<file path="config.mk">
export PLATFORM = sky130hd
export DESIGN_NAME = collision_detector
export DESIGN_NICKNAME = d
export VERILOG_FILES = /design/src/rtl/collision_detector.sv
export SDC_FILE = /design/constraint.sdc
export NUM_CORES = 1
export LEC_CHECK = 0
export BUFFER_PORTS_ARGS = -buffer_cell sky130_fd_sc_hd__buf_2
export CORE_MARGIN = 2
export CORE_UTILIZATION = 30
export DETAILED_ROUTE_END_ITERATION = 16
export PLACE_DENSITY = 0.52
export SYNTH_ARGS = -nofsm -noshare
export SYNTH_HDL_FRONTEND = slang
export SYNTH_SLANG_ARGS = --single-unit
</file>
<file path="constraint.sdc">
create_clock -name i_clk -period 6.3 [get_ports i_clk]
set_clock_uncertainty 0.2 [all_clocks]
set_input_delay 0.945 -clock i_clk [delete_from_list [all_inputs] [get_ports i_clk]]
set_output_delay 0.945 -clock i_clk [all_outputs]
set_load 0.01 [all_outputs]
</file>
<file path="src/rtl/collision_detector.sv">
// collision_detector: accumulates per-frame sprite overlaps (torpedo/asteroid/ship) and reports hits and score.
// Latency: pixel -> accumulator 2 cycles; hit pulses and score update are visible 2 cycles after vsync.
// Backpressure: none; one pixel is consumed every clock and outputs are frame-synchronous pulses.
module collision_detector #(
  parameter int TORPEDOS     = 2,
  parameter int ASTEROIDS    = 8,
  parameter int GRACE_FRAMES = 120,
  parameter int SCORE_W      = 16
) (
  input  logic                 i_clk,
  input  logic                 i_reset,
  input  logic                 i_vsync,
  input  logic                 i_pxl_valid,
  input  logic                 i_ship_draw,
  input  logic [TORPEDOS-1:0]  i_torpedo_draw,
  input  logic [TORPEDOS-1:0]  i_torpedo_live,
  input  logic [ASTEROIDS-1:0] i_asteroid_draw,
  output logic [TORPEDOS-1:0]  o_torpedo_hit,
  output logic [ASTEROIDS-1:0] o_asteroid_hit,
  output logic                 o_ship_hit,
  output logic                 o_ship_invuln,
  output logic [SCORE_W-1:0]   o_score
);

  localparam int CNT_W = $clog2(ASTEROIDS + 1);
  localparam int GR_W  = $clog2(GRACE_FRAMES + 1);
  localparam int SUM_W = SCORE_W + CNT_W;

  typedef enum logic {S_SYNC = 1'b0, S_RUN = 1'b1} state_t;

  state_t               r_state;
  state_t               w_state_nxt;
  logic                 w_run;

  logic [TORPEDOS-1:0]  r_d_torp;
  logic [ASTEROIDS-1:0] r_d_ast;
  logic                 r_d_ship;
  logic                 r_commit;

  logic [TORPEDOS-1:0]  r_th_acc;
  logic [ASTEROIDS-1:0] r_ah_acc;
  logic                 r_sh_acc;
  logic [GR_W-1:0]      r_grace;

  logic [TORPEDOS-1:0]  w_th;
  logic [TORPEDOS-1:0]  w_th_frame;
  logic [ASTEROIDS-1:0] w_ah;
  logic [ASTEROIDS-1:0] w_ah_frame;
  logic                 w_sh;
  logic                 w_sh_frame;
  logic                 w_ship_hit;
  logic [CNT_W-1:0]     w_pop;
  logic [SUM_W-1:0]     w_sum;
  logic [SCORE_W-1:0]   w_score_nxt;

  // State register: SYNC after reset until the first frame boundary is seen.
  always_ff @(posedge i_clk) begin
    if (i_reset) r_state <= S_SYNC;
    else         r_state <= w_state_nxt;
  end

  // Next state: SYNC waits for vsync; RUN is terminal until reset.
  always_comb begin
    w_state_nxt = r_state;
    w_run       = 1'b0;
    case (r_state)
      S_SYNC: if (i_vsync) w_state_nxt = S_RUN;
      S_RUN:  w_run = 1'b1;
      default: w_state_nxt = S_SYNC;
    endcase
  end

  // Stage 1: register qualified draws; pixels seen in SYNC belong to a partial frame and are dropped.
  // r_commit marks the cycle after a vsync seen in RUN, so the synchronising vsync never commits.
  always_ff @(posedge i_clk) begin
    if (i_reset) begin
      r_d_torp <= '0;
      r_d_ast  <= '0;
      r_d_ship <= 1'b0;
      r_commit <= 1'b0;
    end else begin
      r_d_torp <= i_torpedo_draw & i_torpedo_live & {TORPEDOS{i_pxl_valid & w_run}};
      r_d_ast  <= i_asteroid_draw & {ASTEROIDS{i_pxl_valid & w_run}};
      r_d_ship <= i_ship_draw & i_pxl_valid & w_run;
      r_commit <= i_vsync & w_run;
    end
  end

  // Stage 2 overlap terms; torpedo-ship and asteroid-asteroid pairs are deliberately not tested.
  assign w_th = r_d_torp & {TORPEDOS{|r_d_ast}};
  assign w_ah = r_d_ast & {ASTEROIDS{|r_d_torp}};
  assign w_sh = r_d_ship & (|r_d_ast);

  // Frame view includes the pixel still in stage 2, so the commit cycle flushes the pipeline.
  assign w_th_frame    = r_th_acc | w_th;
  assign w_ah_frame    = r_ah_acc | w_ah;
  assign w_sh_frame    = r_sh_acc | w_sh;
  assign w_ship_hit    = w_sh_frame & (r_grace == '0);
  assign o_ship_invuln = (r_grace != '0);

  // Score update: one point per distinct asteroid hit this frame, saturating at all-ones.
  always_comb begin
    w_pop = '0;
    for (int j = 0; j < ASTEROIDS; j++) begin
      w_pop = w_pop + CNT_W'(w_ah_frame[j]);
    end
    w_sum       = {{CNT_W{1'b0}}, o_score} + {{SCORE_W{1'b0}}, w_pop};
    w_score_nxt = (w_sum[SUM_W-1:SCORE_W] != '0) ? {SCORE_W{1'b1}} : w_sum[SCORE_W-1:0];
  end

  // Sticky-OR accumulation, and the per-frame commit of pulses, grace counter and score.
  always_ff @(posedge i_clk) begin
    if (i_reset) begin
      r_th_acc       <= '0;
      r_ah_acc       <= '0;
      r_sh_acc       <= 1'b0;
      o_torpedo_hit  <= '0;
      o_asteroid_hit <= '0;
      o_ship_hit     <= 1'b0;
      o_score        <= '0;
      r_grace        <= GR_W'(GRACE_FRAMES);
    end else begin
      o_torpedo_hit  <= '0;
      o_asteroid_hit <= '0;
      o_ship_hit     <= 1'b0;
      if (r_commit) begin
        o_torpedo_hit  <= w_th_frame;
        o_asteroid_hit <= w_ah_frame;
        o_ship_hit     <= w_ship_hit;
        o_score        <= w_score_nxt;
        r_th_acc       <= '0;
        r_ah_acc       <= '0;
        r_sh_acc       <= 1'b0;
        if (w_ship_hit)           r_grace <= GR_W'(GRACE_FRAMES);
        else if (r_grace != '0)   r_grace <= r_grace - GR_W'(1);
      end else if (w_run) begin
        r_th_acc <= w_th_frame;
        r_ah_acc <= w_ah_frame;
        r_sh_acc <= w_sh_frame;
      end else begin
        r_th_acc <= '0;
        r_ah_acc <= '0;
        r_sh_acc <= 1'b0;
      end
    end
  end

endmodule

</file>
==> results of run 1 <==
==> state kept, by name, indices dropped and copies added, names as in the netlist <==
register / cells
o_asteroid_hit: 8
o_score: 16
o_ship_hit: 1
o_torpedo_hit: 2
r_ah_acc: 8
r_commit: 1
r_d_ast: 8
r_d_ship: 1
r_d_torp: 2
r_grace: 7
r_sh_acc: 1
r_state: 1
r_th_acc: 2
==> final cells by class <==
| cell class | instances | area [µm²] | share of cell area, % |
|---|---|---|---|
| Clock buffer | 12 | 155.1 | 5.315 |
| Clock inverter | 4 | 50.05 | 1.715 |
| Inverter | 14 | 52.55 | 1.800 |
| Multi-Input combinational cell | 175 | 1152 | 39.48 |
| Sequential cell | 58 | 1161 | 39.78 |
| Tap cell | 102 | 127.6 | 4.372 |
| Timing Repair Buffer | 44 | 220.2 | 7.544 |
==> metrics by stage <==
stage | hold slack (ns) | setup WS [ns] | power (mW) | cell area [µm²] | std cells
final | 0.2618 | 1.768 | 0.7522 | 2919 | 409
after CTS | 0.2655 | 1.747 | 0.7652 | 2919 | 409
after global routing | 0.2928 | 1.384 | 0.7846 | 2919 | 409
after global placement | 0.2424 | 1.791 | 0.4134 | 2714 | 393
after detailed placement | 0.2471 | 1.760 | 0.4134 | 2714 | 393
after floorplan | 0.2244 | 1.963 | 0.4019 | 2430 | 258
==> cells by family (layout without fill, tap and decap cells) <==
family          count (synthesis)  count (layout)  synth area share [%]
buf+inv                        25              74                 4.789
xor+xnor                        5               5                 1.802
mux                             1               1                0.4120
fa+ha+maj                      12              12                 7.724
compound gates                 61              61                 15.81
flops                          58              58                 47.79
simple gates                   96              96                 21.68
==> cells in the final DEF, fill, tap and decap left out, types with 2 or more instances in the layout <==
cell / netlist / routed
nand2_1: 13 / 13
nor3_1: 3 / 3
and2_1: 4 / 4
clkinvlp_4: 0 / 2
a21oi_1: 25 / 25
or2_2: 2 / 2
fa_1: 5 / 5
a211oi_1: 5 / 5
nor2b_1: 3 / 3
nor4_1: 2 / 2
o31ai_1: 2 / 2
o21ai_0: 8 / 8
and4_1: 3 / 3
ha_1: 7 / 7
a21o_1: 2 / 2
or3_1: 6 / 6
nor2_1: 29 / 29
a31oi_1: 7 / 7
clkbuf_8: 0 / 11
inv_1: 14 / 14
buf_2: 2 / 44
o221a_2: 2 / 2
and3_1: 14 / 14
nand4_1: 4 / 4
dfxtp_1: 58 / 58
nand3_1: 5 / 5
o21a_1: 2 / 2
xor2_1: 4 / 4
==> report_power, final <==
part	switching (mW)	leakage, nW	internal (mW)	total [mW]
combinational	0.0169	0.713	0.0125	0.0294
clock	0.144	0.0986	0.203	0.347
sequential	0.00439	0.469	0.371	0.376
==> how the worst min path moves through the flow <==
stage / endpoint / cells past startpoint / startpoint / slack, ns
after floorplan: o_torpedo_hit[0] / 2 / r_th_acc[0] / 0.22
after global placement: r_state / 2 / r_state / 0.24
after detailed placement: o_torpedo_hit[0] / 2 / r_th_acc[0] / 0.25
after CTS: o_torpedo_hit[0] / 2 / r_th_acc[0] / 0.27
after global routing: r_th_acc[0] / 2 / r_th_acc[0] / 0.29
final: o_torpedo_hit[0] / 2 / r_th_acc[0] / 0.26
==> routing by layer <==
layer | global-route usage [%] | vias up | routed length, µm
met1 | 17.32 | 880 | 2578
met4 | 6.884 | 0 | 128
met3 | 4.254 | 14 | 281
met2 | 21.01 | 46 | 2308
met5 | 0 | - | 0
li1 | - | 1006 | -
==> worst max-delay path, stage by stage, from the launching register on <==
cell and delay, ns:
dfxtp_1 0.31, or2_2 0.36, a21oi_1 0.31, fa_1 0.49
fa_1 0.45, fa_1 0.50, inv_1 0.05, fa_1 0.40
fa_1 0.43, a211o_1 0.39, nand2_1 0.14, or2_2 0.26
a31oi_1 0.11
==> results.sh, run 1 <==
export IMPL_finalHoldViolations=0
export IMPL_n_fill_cell=790
export IMPL_slew_violations=0
export IMPL_fin_setup_tns_ns=0
export IMPL_cp_start_kind="flop"
export IMPL_synth_top_area_share_pct=47.79
export IMPL_synth_area_leaders="dfxtp_1, a21oi_1, nor2_1, fa_1, and3_1"
export IMPL_layout_min_cycle_time_ns=4.532
export IMPL_cts_made_buffers=9
export IMPL_synth_fp_nets=287
export IMPL_async_reset_ff_share_pct=0
export IMPL_port_buffers=44
export IMPL_syn_to_final_growth_pct=20.13
export IMPL_dpl_hpwl_um=3851
export IMPL_start_util_pct=31.28
export IMPL_ir_worst_vdd_v=0.0001123
export IMPL_synth_common_cells="dfxtp_1, nor2_1, a21oi_1, and3_1, inv_1"
export IMPL_firstDrtPassIters=4
export IMPL_gp_congestion=0.7584
export IMPL_path_max_fanout=10
export IMPL_cts_root_buffer="clkbuf_8"
export IMPL_routed_via_density=4.758
export IMPL_syn_area_um2=2430
export IMPL_synth_seq_cells=58
export IMPL_antenna_found_initial=0
export IMPL_syn_area_per_cell_um2=9.418
export IMPL_yosysSeqAreaShare_pct=47.79
export IMPL_synth_most_common_cell="dfxtp_1"
export IMPL_clkTransAtPathRegs_ns=0.06
export IMPL_grt_max_degree=24
export IMPL_r2r_start="r_d_torp[1]"
export IMPL_crit_type="flop to flop"
export IMPL_rsz0062_at_grt="false"
export IMPL_synth_cell_types=47
export IMPL_cp_arrival_ns=4.53
export IMPL_wl_per_cell_um=12.95
export IMPL_startpoint="r_d_torp[1]"
export IMPL_die_width_um=94.00
export IMPL_cts_sinks=58
export IMPL_num_rows=32
export IMPL_max_cap_violations=0
export IMPL_leakagePower_nw=1.280
export IMPL_drtAntennaViolNets=0
export IMPL_clk_latency_ns=0.34
export IMPL_final_setup_viol_count=0
export IMPL_synthCells=258
export IMPL_grtUsageTotal_pct=13.70
export IMPL_fin_nets=331
export IMPL_postCtsSetupRepairBufs=0
export IMPL_tritoncts="done"
export IMPL_coreArea_um2=7767
export IMPL_drive_gt1_share_pct=22.48
export IMPL_final_util_pct=37.58
export IMPL_maxSlewHeadroom_pct=35.32
export IMPL_ctsHoldBuffers=0
export IMPL_timing_reg2reg_worst_path_depth=12
export IMPL_tightest_slew_ns=0.9644
export IMPL_cts_buffer_depth=2
export IMPL_timing_final_crit_share_pct=71.94
export IMPL_reg2reg_slack_ns=1.77
export IMPL_crit_path_end="o_score[14]"
export IMPL_grt_pass1_wl_um=9232
export IMPL_synth_edf_count=0
export IMPL_drt_iter0_drc=74
export IMPL_die_height_um=94.00
export IMPL_diodes=0
export IMPL_synth_top_area_cell="dfxtp_1"
export IMPL_timing_rr_end="o_score[14]"
export IMPL_drt_total_wl_um=5297
export IMPL_num_vias=1946
export IMPL_ys_flop_type="dfxtp_1"
export IMPL_synth_warnings=0
export IMPL_grt_pass1_vias=1954
export IMPL_worstHoldPathType="flop to flop"
export IMPL_power_density_nw_per_um2=257.7
export IMPL_critPathRequiredTime_ns=6.30
export IMPL_drcViolationCount=0
export IMPL_overflow=0
export IMPL_end_kind="flop"
export IMPL_dieArea_um2=8835
export IMPL_ioPinCount=45
export IMPL_clock_fmax_mhz=220.6
export IMPL_ctsResizeCount=0
export IMPL_status="complete, no violations"
export IMPL_h_tree_depth=3
Note: power is estimated with default switching activity, not from simulation.
==> inputs of run 2 (changes only) <==
ABC_AREA = 1   (was unset)
clock period = 4.7 ns   (was 6.3 ns; I/O delays follow)
==> run 2 against run 1 <==
  * Power is 49% higher
  * Setup slack worse by 1.2 ns
  * Critical path depth is 5 higher
  * Sequential power is 34% higher
  * Hold slack worse by 0.0049 ns
  * Flip-flop and latch count stayed put
  * Sequential share of layout area is 3.1 points lower
  * Combinational power is 64% higher
  * Design area is 8.5% higher
  * Maximum frequency is 8.7% higher
  * Critical path type unchanged
  * Critical endpoint is now o_score[10]
  * Largest power group is now clock
==> results.sh, run 2 <==
export IMPL_status="complete, no violations"
export IMPL_drive_gt1_share_pct=20.51
export IMPL_worstHoldPathType="flop to flop"
export IMPL_clk_latency_ns=0.34
export IMPL_postLayoutCellArea_um2=3168
export IMPL_layout_commonest_cell="nand2_1"
export IMPL_synth_seq_cells=58
export IMPL_syn_area_per_cell_um2=7.602
export IMPL_cp_arrival_ns=4.21
export IMPL_switching_share_pct=22.21
export IMPL_cts_root_buffer="clkbuf_8"
export IMPL_final_setup_viol_count=0
export IMPL_grt_pass1_wl_um=9694
export IMPL_timing_final_crit_share_pct=88.72
export IMPL_fin_nets=419
export IMPL_leakagePower_nw=1.533
export IMPL_routed_via_density=4.416
export IMPL_synth_warnings=0
export IMPL_maxSlewHeadroom_pct=73.78
export IMPL_placed_area_um2=2919
export IMPL_syn_to_final_growth_pct=21.85
export IMPL_ctsHoldBuffers=0
export IMPL_synth_most_common_cell="nand2_1"
export IMPL_syn_area_um2=2600
export IMPL_p_switching_mw=0.2492
export IMPL_drcViolationCount=0
export IMPL_max_cap_violations=0
export IMPL_cts_made_buffers=9
export IMPL_final_util_pct=38.17
export IMPL_largest_register_ffs=16
export IMPL_wl_per_cell_um=11.26
export IMPL_async_reset_ff_share_pct=0
export IMPL_diodes=0
export IMPL_grtUsageTotal_pct=12.73
export IMPL_cts_sinks=58
export IMPL_cts_buffer_depth=2
export IMPL_overflow=0
export IMPL_critPathRequiredTime_ns=4.74
export IMPL_ioPinCount=45
export IMPL_synth_area_leaders="dfxtp_1, nand2_1, nor2_1, inv_1, a21oi_1"
export IMPL_power_density_nw_per_um2=354.2
export IMPL_timing_final_ws_setup_ns=0.5304
export IMPL_slew_violations=0
export IMPL_clkTransAtPathRegs_ns=0.07
export IMPL_grt_pass1_vias=2101
export IMPL_port_buffers=44
export IMPL_grt_max_degree=20
export IMPL_pwr_share_seq_pct=44.9
export IMPL_path_max_fanout=10
export IMPL_postCtsSetupRepairBufs=0
export IMPL_synth_fp_nets=371
export IMPL_h_tree_depth=3
export IMPL_synthCells=342
export IMPL_n_fill_cell=873
export IMPL_pre_cts_ws_ns=0.5548
export IMPL_tritoncts="done"
export IMPL_synth_edf_count=0
export IMPL_layout_min_cycle_time_ns=4.170
export IMPL_p_int_mw=0.8729
export IMPL_num_rows=33
export IMPL_antenna_found_initial=0
export IMPL_clock_power_share_pct=50.8
export IMPL_synth_top_area_share_pct=44.66
export IMPL_fin_setup_tns_ns=0
export IMPL_reg2reg_slack_ns=0.53
export IMPL_drt_total_wl_um=5630
export IMPL_final_cell_mix="nand2_1, dfxtp_1, nor2_1, inv_1, buf_2"
export IMPL_tightest_slew_ns=0.3923
export IMPL_largest_register="o_score"
export IMPL_dpl_hpwl_um=4225
export IMPL_ctsResizeCount=0
export IMPL_dieArea_um2=9427
export IMPL_placedCellCount=484
export IMPL_drt_iter0_drc=85
export IMPL_ir_worst_vdd_v=0.0001638
export IMPL_drtAntennaViolNets=0
export IMPL_rsz0062_at_grt="false"
export IMPL_gp_congestion=0.7920
export IMPL_yosysSeqAreaShare_pct=44.66
export IMPL_synth_top_area_cell="dfxtp_1"
export IMPL_end_kind="flop"
export IMPL_cp_start_kind="flop"
export IMPL_firstDrtPassIters=5
export IMPL_ys_flop_type="dfxtp_1"
export IMPL_die_height_um=97.10
export IMPL_num_vias=2208
export IMPL_synth_common_cells="nand2_1, dfxtp_1, nor2_1, inv_1, a21oi_1"
export IMPL_coreArea_um2=8299
export IMPL_clock_fmax_mhz=239.8
export IMPL_die_width_um=97.10
export IMPL_synth_cell_types=32
export IMPL_finalHoldViolations=0
export IMPL_start_util_pct=31.33
export IMPL_power_frac_comb_pct=4.3
export IMPL_final_cells=500
export IMPL_crit_type="flop to flop"
==> run 2: cells by family (layout without fill, tap and decap cells) <==
family,count (synthesis),in the layout,share of synthesized area (%)
XOR/XNOR,5,5,1.685
AO/OA/AOI/OAI,35,35,7.219
buffers and inverters,55,108,8.325
AND/OR/NAND/NOR,177,177,30.90
flip-flops,58,58,44.66
adder cells (fa/ha/maj),12,12,7.218
==> run 2: metal layers <==
metal | vias to the layer above | track usage (%) | part of all wire [%] | wire length (µm)
met2 | 58 | 19.93 | 45 | 2517
li1 | 1174 | - | - | -
met1 | 971 | 16.48 | 49 | 2756
met4 | 0 | 3.575 | 0.85 | 48
met3 | 5 | 4.748 | 5.5 | 307
met5 | - | 0 | 0 | 0
==> run 2: path summary, 6_finish.rpt <==
kind	startpoint	to	cells past startpoint
hold / removal	r_state	r_state	2
hold reg to reg	r_state	r_state	2
setup reg to reg	r_d_torp[1]	o_score[10]	17
setup / recovery	r_d_torp[1]	o_score[10]	17
==> run 2: metrics by stage <==
stage	hold WS [ns]	power (mW)
after floorplan	0.2240	0.5467
after global placement	0.2463	0.5625
after detailed placement	0.2423	0.5636
after CTS	0.2606	1.138
after global routing	0.2927	1.163
final	0.2569	1.122
==> run 2: critical path, stage by stage, from the launching register on <==
cell      delay, ns
dfxtp_1        0.32
nor2_1         0.10
inv_1          0.13
a21oi_1        0.31
fa_1           0.48
fa_1           0.46
fa_1           0.49
inv_1          0.05
fa_1           0.40
fa_1           0.43
nand2_1        0.10
nand2_2        0.06
nand2_2        0.07
nand2_4        0.08
nand4_4        0.16
nand2_1        0.08
o21bai_1       0.11
inv_1          0.04
==> run 2: cell type report <==
cell class                 count  area (µm²)  area share, %
clock inverter                 7       125.1          3.949
timing repair buffer          45       227.7          7.188
sequential                    58        1161          36.65
multi-input combinational    229        1222          38.59
clock buffer                   9       123.9          3.910
tap                          105       131.4          4.147
inverter                      47       176.4          5.569
==> run 2: power by group through the flow <==
stage | Sequential [mW] | Combinational (mW) | Clock (mW)
after floorplan | 0.514 | 0.0330 | 0
after CTS | 0.504 | 0.0486 | 0.586
after detailed placement | 0.515 | 0.0485 | 0
after global placement | 0.515 | 0.0474 | 0
after global routing | 0.505 | 0.0551 | 0.603
final | 0.504 | 0.0481 | 0.570
